[config.mk]
export PLATFORM = sky130hd
export DESIGN_NAME = router_pkt_tx
export DESIGN_NICKNAME = d
export VERILOG_FILES = /design/src/rtl/router_pkg.sv /design/src/rtl/router_pkt_tx.sv
export SDC_FILE = /design/constraint.sdc
export NUM_CORES = 1
export LEC_CHECK = 0
export CAP_MARGIN = 10
export CORE_UTILIZATION = 40
export DETAILED_ROUTE_END_ITERATION = 8
export PLACE_DENSITY = 0.68
export SYNTH_ARGS = -nofsm -noshare
export SYNTH_HDL_FRONTEND = slang
export SYNTH_SLANG_ARGS = --single-unit
[constraint.sdc]
create_clock -name clk -period 3.6 [get_ports clk]
set_clock_uncertainty 0.1 [all_clocks]
set_input_delay 0.9 -clock clk [delete_from_list [all_inputs] [get_ports clk]]
set_output_delay 0.9 -clock clk [all_outputs]
set_load 0.01 [all_outputs]
[src/rtl/router_pkg.sv]
// Shared router definitions: packet FSM states, sizing and header packing.
// Used by both the transmit framer and the router receive side.
package router_pkg;

  typedef enum logic [2:0] {
    ST_IDLE,
    ST_HDR,
    ST_DATA,
    ST_PAR,
    ST_GAP
  } state_e;

  localparam logic [3:0] MAX_LEN = 4'd15;
  localparam logic [1:0] NUM_CH  = 2'd3;

  localparam int HDR_PAD_W  = 2;
  localparam int HDR_LEN_W  = 4;
  localparam int HDR_DEST_W = 2;

  function automatic logic [7:0] hdr_pack(
    input logic [HDR_LEN_W-1:0]  len,
    input logic [HDR_DEST_W-1:0] dest
  );
    return {{HDR_PAD_W{1'b0}}, len, dest};
  endfunction

endpackage

[src/rtl/router_pkt_tx.sv]
// Packet framer: header, payload, XOR parity, one idle gap.
// Output byte is registered; busy stalls the byte in place.
module router_pkt_tx
  import router_pkg::*;
(
  input  logic       clk,
  input  logic       rst_n,
  input  logic       cmd_valid,
  output logic       cmd_ready,
  input  logic [1:0] cmd_dest,
  input  logic [3:0] cmd_len,
  input  logic       pl_valid,
  output logic       pl_ready,
  input  logic [7:0] pl_data,
  output logic [7:0] pkt_data,
  output logic       pkt_valid,
  input  logic       busy,
  output logic       done,
  output logic       err
);

  state_e     state_q, state_d;
  logic [7:0] data_q, data_d;
  logic       vld_q, vld_d;
  logic [3:0] cnt_q, cnt_d;
  logic [7:0] par_q, par_d;
  logic       err_q, err_d;
  logic       fetch;
  logic [7:0] hdr;

  always_comb begin
    state_d   = state_q;
    data_d    = data_q;
    vld_d     = vld_q;
    cnt_d     = cnt_q;
    par_d     = par_q;
    err_d     = 1'b0;
    cmd_ready = 1'b0;
    pl_ready  = 1'b0;
    done      = 1'b0;
    fetch     = 1'b0;
    hdr       = hdr_pack(cmd_len, cmd_dest);

    unique case (state_q)
      ST_IDLE: begin
        cmd_ready = rst_n;
        data_d    = 8'h00;
        vld_d     = 1'b0;
        if (cmd_valid) begin
          if (cmd_dest < NUM_CH) begin
            state_d = ST_HDR;
            data_d  = hdr;
            vld_d   = 1'b1;
            par_d   = hdr;
            cnt_d   = cmd_len;
          end else begin
            err_d = 1'b1;
          end
        end
      end
      ST_HDR: begin
        if (!busy) begin
          if (cnt_q == 4'd0) begin
            state_d = ST_PAR;
            data_d  = par_q;
          end else begin
            // first payload byte is fetched as the header leaves
            state_d = ST_DATA;
            fetch   = 1'b1;
          end
        end
      end
      ST_DATA: begin
        if (!vld_q || !busy) begin
          if (cnt_q == 4'd0) begin
            state_d = ST_PAR;
            data_d  = par_q;
            vld_d   = 1'b1;
          end else begin
            fetch = 1'b1;
          end
        end
      end
      ST_PAR: begin
        if (!busy) begin
          done    = 1'b1;
          state_d = ST_GAP;
          data_d  = 8'h00;
          vld_d   = 1'b0;
        end
      end
      ST_GAP: begin
        state_d = ST_IDLE;
      end
      default: begin
        state_d = ST_IDLE;
        data_d  = 8'h00;
        vld_d   = 1'b0;
      end
    endcase

    // a missing payload byte leaves a bubble; the count stays put
    if (fetch) begin
      pl_ready = 1'b1;
      if (pl_valid) begin
        data_d = pl_data;
        vld_d  = 1'b1;
        cnt_d  = cnt_q - 4'd1;
        par_d  = par_q ^ pl_data;
      end else begin
        data_d = 8'h00;
        vld_d  = 1'b0;
      end
    end
  end

  always_ff @(posedge clk or negedge rst_n) begin
    if (!rst_n) begin
      state_q <= ST_IDLE;
      data_q  <= 8'h00;
      vld_q   <= 1'b0;
      cnt_q   <= 4'd0;
      par_q   <= 8'h00;
      err_q   <= 1'b0;
    end else begin
      state_q <= state_d;
      data_q  <= data_d;
      vld_q   <= vld_d;
      cnt_q   <= cnt_d;
      par_q   <= par_d;
      err_q   <= err_d;
    end
  end

  assign pkt_data  = data_q;
  assign pkt_valid = vld_q;
  assign err       = err_q;

endmodule

==> flow_metrics.py, run 1 <==
metrics = {
    "floorplanning": {
        "initial_core_util_pct": 42.34,
        "fp-row-count": 21,
        "fp.dieW_um": 61.90,
        "ios": 32,
        "coreArea_um2": 3390,
        "die_area_um2": 3832,
        "die_h_um": 61.90,
    },
    "worst_hold_path": {
        "hold_path.class": "reg -> reg",
    },
    "critical_path": {
        "endpoint_kind": "output port",
        "crit_fanout": 5,
        "cp.required_ns": 2.60,
        "critPathKind": "in -> out",
        "startpoint_type": "input pin",
        "arrival_ns": 2.46,
        "critPathSlowestCell": "clkdlybuf4s50_1",
        "path_buf_inv": 3,
        "crit_top_cell": "clkdlybuf4s50_1",
        "path_cells": "clkdlybuf4s50_1 > nand2b_2 > o2bb2ai_2 > nand2_1 > inv_1 > clkdlybuf4s50_1",
        "cp_top_family": "buffers and inverters",
        "cp_slowest_stage_delay_ns": 0.54,
    },
    "clock_network": {
        "clock_latency_ns": 0.32,
        "cts_max_level": 1,
        "cts_tree": "yes",
        "clk_pin_slew_worst_paths_ns": 0.15,
        "cts_hold_repair.buffers": 0,
        "ctsResizeCount": 0,
        "cts.path.max_buffers": 2,
        "clock-sinks": 25,
        "cts_made_buffers": 3,
        "post_cts_buffers": 0,
        "cts-root-buf": "clkbuf_4",
    },
    "global_routing": {
        "grt_pass1_vias": 1184,
        "antenna_found_initial": 0,
        "grt_usage_pct": 19.21,
        "grt_overflow": 0,
        "grt_pass1_wl_um": 5368,
        "grt_max_degree": 26,
    },
    "run": {
        "cap_violations": 0,
    },
    "routing": {
        "drc_errors": 0,
        "antenna_left": 0,
        "drt_pass1_iterations": 4,
        "via_per_inst": 5.455,
        "routed_wirelength_um": 3392,
        "wl_per_cell_um": 14.56,
        "via_count": 1271,
        "first_iter_violations": 82,
    },
    "placed_design": {
        "io_buffers": 31,
        "place_congestion": 0.7752,
        "post-place-ws_ns": 0.1450,
        "post_dp_cell_area_um2": 1787,
        "dp_hpwl_um": 2432,
    },
    "synthesis": {
        "yosys_most_used_dff": "dfrtp_1",
        "synth-seq-area-share_pct": 43.59,
        "yosys_warnings": 0,
        "syn-mean-instance-area_um2": 9.259,
        "netlist_area_um2": 1435,
        "async_flop_share_pct": 100.0,
        "synth_fp_nets": 175,
        "ys_ff_latch": 25,
        "synth_enable_flop_cells": 0,
        "yosys.cell_types.count": 44,
        "syn_inst": 155,
    },
    "final_layout": {
        "nets": 208,
        "syn_to_final_growth_pct": 26.59,
        "n_antenna_cell": 0,
        "drive_gt1_share_pct": 7.487,
        "final_area_um2": 1817,
    },
    "power": {
        "ir_drop_uv": 355.4,
        "p_leak_uw": 0.0007591,
        "p_per_area_nw_per_um2": 789.8,
        "p_total_uw": 1435,
    },
    "sta": {
        "report.final.slew_viol_count": 0,
        "worstMarginPinSlew_ns": 0.7016,
        "fin_ws_ns": 0.1358,
        "hold_viol_final": 0,
        "setup_violations": 0,
        "grt_setup_unrepaired": "false",
        "fmax_mhz": 288.7,
        "fin_tns_setup_ns": 0,
        "period_needed_ns": 3.464,
        "fin_crit_sh_pct": 96.23,
        "timing.slew.headroom_pct": 53.23,
    },
    "status": {
        "outcome": "completed",
    },
}
==> kinds of logic after synthesis <==
group                    synth area share, %
multiplexers                           2.092
adder cells (fa/ha/maj)               0.8717
AND/OR/NAND/NOR                        20.23
flip-flops                             43.59
buffers and inverters                  5.318
AO/OA/AOI/OAI                          26.07
XOR/XNOR                               1.831
==> layout make-up <==
cell class / instances / area, µm²
multi-input cells: 116 / 733.2
inverters: 6 / 22.52
clock inverters: 1 / 7.507
clock buffers: 3 / 22.52
well taps: 46 / 57.56
repair buffers: 36 / 347.8
flip-flops and latches: 25 / 625.6
fillers: 311 / 1573
==> cell usage in the layout (no fill, tap or decap), types with 4 or more instances in the layout <==
cell	count
nor3b_1	4
clkdlybuf4s50_1	31
nor2_1	11
nand2_1	27
a32oi_1	4
dfrtp_1	25
buf_4	5
a21oi_1	5
o21ai_0	7
a22oi_1	6
inv_1	6
o21ai_1	5
a22o_1	4
==> cells in the mapped netlist, drive strengths merged (2+ instances only) <==
library cell  count  area, µm²
dfrtp            25      625.6
a22oi             6      45.04
nor3b             4      30.03
o211ai            3      22.52
nor3              2      10.01
nor4b             2      23.77
a31oi             2      12.51
o221ai            2      17.52
nor2b             3      18.77
mux2i             3      30.03
a32oi             4      35.03
xor2              2      17.52
nor2             11      41.29
buf               7      50.05
a211o             3      26.28
o21ai            12      60.05
a22o              4      35.03
inv               6      22.52
a311oi            2      17.52
a211oi            2      15.01
nand2            27      101.4
a21oi             6      41.29
nand2b            2      15.02
==> sequential cells by signal, indices dropped and copies added, names as in the netlist <==
name	cells
par_q	8
pkt_data	8
cnt_q	4
state_q	3
err	1
pkt_valid	1
==> per-layer routing <==
layer,GRT usage [%],up-vias,share of wire [%]
met5,0,-,0
met4,6.349,0,0
met3,2.692,0,4.5
met2,31.49,35,48
met1,26.20,600,48
li1,-,636,-
==> path summary, 6_finish.rpt <==
path / from / cells after the start / slack [ns] / to
min in group asynchronous: rst_n / 2 / 0.88 / pkt_data[1]
max in group asynchronous: rst_n / 2 / 2.27 / state_q[2]
max reg2reg: cnt_q[0] / 7 / 1.15 / par_q[5]
max: busy / 6 / 0.14 / pl_ready
min reg2reg: par_q[6] / 1 / 0.39 / par_q[6]
min: par_q[6] / 1 / 0.39 / par_q[6]
==> per-stage QoR <==
step | instances | util [%] | hold WS [ns]
global route | 233 | 53.60 | 0.4097
finish | 233 | 53.60 | 0.3854
global placement | 229 | 52.71 | 0.3604
detailed placement | 229 | 52.71 | 0.3686
floorplan | 155 | - | 0.3448
CTS | 233 | 53.60 | 0.3882
==> report_power, final <==
group	leakage, µW	switching, µW	internal, µW
clock network	0.0000139	90.7	42.4
logic	0.000429	405	377
registers	0.000316	121	399
total	0.000759	617	818
(Power assumes the default switching activity.)
==> run 2: changes to the inputs <==
Settings changed: CORE_UTILIZATION 40 to 50, PLACE_DENSITY 0.68 to 0.81.
Clock period 3.6 ns to 4.2 ns, I/O delays scaled along.
==> flow_metrics.py, run 2 (synthesis gave the netlist of run 1 again) <==
metrics = {
    "floorplanning": {
        "coreArea_um2": 2734,
        "fp.dieW_um": 55.58,
        "ios": 32,
        "initial_core_util_pct": 52.49,
        "die_h_um": 55.58,
        "die_area_um2": 3089,
        "fp-row-count": 19,
    },
    "final_layout": {
        "finish.utilization_pct": 64.85,
        "drive_gt1_share_pct": 5.978,
        "final_area_um2": 1773,
        "n_antenna_cell": 0,
        "syn_to_final_growth_pct": 23.54,
        "n_fill_cell": 260,
        "layout.cells.most_common_list": "clkdlybuf4s50_1 (31), nand2_1 (27), dfrtp_1 (25), nor2_1 (11), o21ai_0 (7)",
        "nets": 205,
        "final_common_cell": "clkdlybuf4s50_1",
    },
    "sta": {
        "hold_viol_final": 0,
        "fin_crit_sh_pct": 94.05,
        "setup_violations": 0,
        "fin_ws_ns": 0.2499,
        "report.final.slew_viol_count": 0,
        "worstMarginPinSlew_ns": 0.9720,
        "period_needed_ns": 3.950,
        "hold_slack_ns": 0.3917,
        "fin_tns_setup_ns": 0,
        "grt_setup_unrepaired": "false",
        "fmax_mhz": 253.2,
        "timing.slew.headroom_pct": 34.76,
    },
    "critical_path": {
        "crit_fanout": 5,
        "arrival_ns": 2.80,
        "worst-r2r-cell-count": 7,
        "cp.required_ns": 3.05,
        "endpoint_kind": "output port",
        "startpoint_type": "input pin",
        "critPathKind": "in -> out",
    },
    "global_routing": {
        "grt_max_degree": 26,
        "grt_overflow": 0,
        "grt_usage_pct": 22.48,
        "antenna_found_initial": 0,
        "grt_pass1_vias": 1182,
        "grt_pass1_wl_um": 5492,
    },
    "power": {
        "ir_drop_uv": 465.6,
        "comb_power_share_pct": 53.7,
        "swShare_pct": 43.00,
        "p_leak_uw": 0.0007478,
        "pwr-share-clk_pct": 9.1,
        "seqPwrFrac_pct": 37.2,
        "power.switching_uw": 519.0,
        "p_int_uw": 688.2,
        "p_per_area_nw_per_um2": 680.9,
    },
    "status": {
        "outcome": "completed",
    },
    "placed_design": {
        "post_dp_cell_area_um2": 1745,
        "place_congestion": 0.8641,
        "io_buffers": 31,
        "post-place-ws_ns": 0.2470,
        "dp_hpwl_um": 2338,
    },
    "worst_hold_path": {
        "min_path_cells": 2,
        "hold_path.class": "reg -> reg",
    },
    "routing": {
        "via_per_inst": 5.735,
        "via_count": 1233,
        "drc_errors": 0,
        "first_iter_violations": 31,
        "antenna_left": 0,
        "routed_wirelength_um": 3185,
        "wl_per_cell_um": 14.81,
        "drt_pass1_iterations": 4,
    },
    "clock_network": {
        "ctsResizeCount": 0,
        "cts-root-buf": "clkbuf_4",
        "post_cts_buffers": 0,
        "cts_tree": "yes",
        "cts_hold_repair.buffers": 0,
        "clk_pin_slew_worst_paths_ns": 0.15,
        "cts.path.max_buffers": 2,
        "clock-sinks": 25,
        "clock_latency_ns": 0.32,
        "cts_max_level": 1,
        "cts_made_buffers": 3,
    },
    "run": {
        "cap_violations": 0,
    },
}
[run 2: changes by cell type in the layout (fill, tap and decap cells not counted), sizes merged]
| cell | change |
|---|---|
| buf | -3 |
| clkinv | +1 |
| clkinvlp | -1 |
[run 2: area by class of cell]
type	count	area (µm²)	share of cell area (%)
inverters	6	22.52	1.270
well taps	31	38.79	2.188
multi-input cells	116	733.2	41.35
repair buffers	33	325.3	18.35
flip-flops and latches	25	625.6	35.29
clock inverters	1	5.005	0.2823
clock buffers	3	22.52	1.270
[run 2: critical path, stage by stage]
cell and delay [ns]:
clkdlybuf4s50_1 0.49, nand2b_2 0.27, o2bb2ai_2 0.26, nand2_1 0.10
inv_1 0.10, clkdlybuf4s50_1 0.54
[run 2: worst paths after layout]
check                            start     endpoint  slack [ns]
setup reg to reg              cnt_q[0]     par_q[3]        1.81
min in group asynchronous        rst_n     cnt_q[1]        1.04
hold reg to reg            pkt_data[0]  pkt_data[0]        0.39
hold / removal             pkt_data[0]  pkt_data[0]        0.39
setup / recovery                  busy     pl_ready        0.25
max in group asynchronous        rst_n     par_q[3]        2.72
[run 2: metal layers]
| metal | part of all wire [%] | GRT usage, % |
|---|---|---|
| met4 | 1.2 | 7.857 |
| met5 | 0 | 0 |
| met1 | 46 | 29.31 |
| met2 | 46 | 37.52 |
| met3 | 6.5 | 4.186 |
[run 2: stage by stage]
| step | cells | power (µW) |
|---|---|---|
| 6_report | 215 | 1207 |
| 5_1_grt | 215 | 1311 |
| 4_1_cts | 215 | 1210 |
| 3_5_place_dp | 211 | 1099 |
| 3_3_place_gp | 211 | 1070 |
| 2_1_floorplan | 155 | 900.0 |
[run 2: power groups by stage]
| stage | registers (µW) | clock network, µW | logic, µW |
|---|---|---|---|
| finish | 449 | 110 | 648 |
| global route | 464 | 122 | 724 |
| CTS | 446 | 115 | 650 |
| detailed placement | 452 | 0 | 647 |
| global placement | 445 | 0 | 625 |
| floorplan | 422 | 0 | 477 |
==> run 3: changes to the inputs <==
Settings changed: CORE_UTILIZATION 50 to 53, PLACE_DENSITY 0.81 to 0.85.
==> flow_metrics.py, run 3 (synthesis gave the netlist of run 1 again) <==
metrics = {
    "worst_hold_path": {
        "hold_path.class": "reg -> reg",
        "hp-start": "par_q[6]",
    },
    "final_layout": {
        "n_antenna_cell": 0,
        "drive_gt1_share_pct": 5.978,
        "final_common_cell": "clkdlybuf4s50_1",
        "nets": 205,
        "layout.cells.most_common_list": "clkdlybuf4s50_1 (31), nand2_1 (27), dfrtp_1 (25), nor2_1 (11), o21ai_0 (7)",
        "syn_to_final_growth_pct": 23.63,
        "layout.cells.non_filler": 214,
    },
    "global_routing": {
        "grt_pass1_vias": 1180,
        "grt_overflow": 0,
        "grt_max_degree": 26,
        "grt_pass1_wl_um": 5299,
        "antenna_found_initial": 0,
        "grt_usage_pct": 25.10,
    },
    "sta": {
        "timing.slew.headroom_pct": 36.99,
        "worstMarginPinSlew_ns": 0.9389,
        "hold_viol_final": 0,
        "grt_setup_unrepaired": "false",
        "fmax_mhz": 252.2,
        "fin_tns_setup_ns": 0,
        "period_needed_ns": 3.966,
        "setup_violations": 0,
        "hold_slack_ns": 0.4000,
        "report.final.slew_viol_count": 0,
        "fin_crit_sh_pct": 94.42,
    },
    "critical_path": {
        "critPathKind": "in -> out",
        "timing.rr.start": "cnt_q[0]",
        "crit_start": "busy",
        "crit_fanout": 5,
        "endpoint_kind": "output port",
        "arrival_ns": 2.82,
        "cp.required_ns": 3.05,
        "startpoint_type": "input pin",
    },
    "clock_network": {
        "cts_max_level": 1,
        "ctsResizeCount": 0,
        "cts_tree": "yes",
        "clk_pin_slew_worst_paths_ns": 0.15,
        "cts_made_buffers": 3,
        "cts.path.max_buffers": 2,
        "clock-sinks": 25,
        "post_cts_buffers": 0,
        "cts-root-buf": "clkbuf_4",
        "clock_latency_ns": 0.33,
        "cts_hold_repair.buffers": 0,
    },
    "status": {
        "outcome": "completed",
    },
    "power": {
        "p_leak_uw": 0.0007441,
        "ir_drop_uv": 520.6,
        "p_per_area_nw_per_um2": 686.2,
        "p_total_uw": 1217,
    },
    "routing": {
        "drc_errors": 0,
        "routed_wirelength_um": 3252,
        "via_per_inst": 6.107,
        "wl_per_cell_um": 15.20,
        "via_count": 1307,
        "first_iter_violations": 43,
        "drt_pass1_iterations": 4,
        "antenna_left": 0,
    },
    "floorplanning": {
        "initial_core_util_pct": 56.89,
        "fp.dieW_um": 54.04,
        "coreArea_um2": 2522,
        "die_h_um": 54.04,
        "fp-row-count": 18,
        "ios": 32,
        "die_area_um2": 2920,
    },
    "placed_design": {
        "io_buffers": 31,
        "dp_hpwl_um": 2281,
        "placed_cells": 210,
        "place_congestion": 0.8444,
    },
    "run": {
        "cap_violations": 0,
    },
}
## run 3: cell count changes in the layout (fill, tap and decap cells not counted)
cell / previous run / this run
clkinv_2: 1 / 0
clkinvlp_4: 0 / 1
## run 3: cell type report
| class | instances | area (µm²) |
|---|---|---|
| clock buffers | 3 | 22.52 |
| clock inverters | 1 | 7.507 |
| fillers | 202 | 748.2 |
| inverters | 6 | 22.52 |
| multi-input cells | 116 | 733.2 |
| flip-flops and latches | 25 | 625.6 |
| well taps | 30 | 37.54 |
| repair buffers | 33 | 325.3 |
## run 3: final timing paths
check	depth (start not counted)	endpoint	slack, ns
worst min register to register	1	par_q[6]	0.40
worst max-delay path	6	pl_ready	0.23
min in group asynchronous	2	err	1.00
worst min-delay path	1	par_q[6]	0.40
max in group asynchronous	2	par_q[2]	2.72
worst max register to register	7	par_q[3]	1.74
## run 3: through the flow
stage	instance area, µm²	worst slack [ns]	util [%]
after floorplan	1435	1.278	-
after global placement	1744	0.3285	69.15
after detailed placement	1744	0.2579	69.15
after CTS	1774	0.2542	70.34
after global routing	1774	0.1374	70.34
final	1774	0.2343	70.34
## run 3: power breakdown
group	switching [µW]	internal (µW)
sequential	112	342
clock	75.6	36.4
combinational	341	309
total	529	688
## run 3: per-layer routing
layer | share of wire [%] | GRT usage (%) | vias to the layer above
li1 | - | - | 628
met1 | 47 | 31.87 | 636
met2 | 48 | 43.83 | 41
met3 | 4.7 | 5.367 | 2
met4 | 0.46 | 4.701 | 0
met5 | 0 | 0 | -
## run 3: critical path, stage by stage
cell and delay (ns):
clkdlybuf4s50_1 0.48, nand2b_2 0.27, o2bb2ai_2 0.26, nand2_1 0.10, inv_1 0.11, clkdlybuf4s50_1 0.54
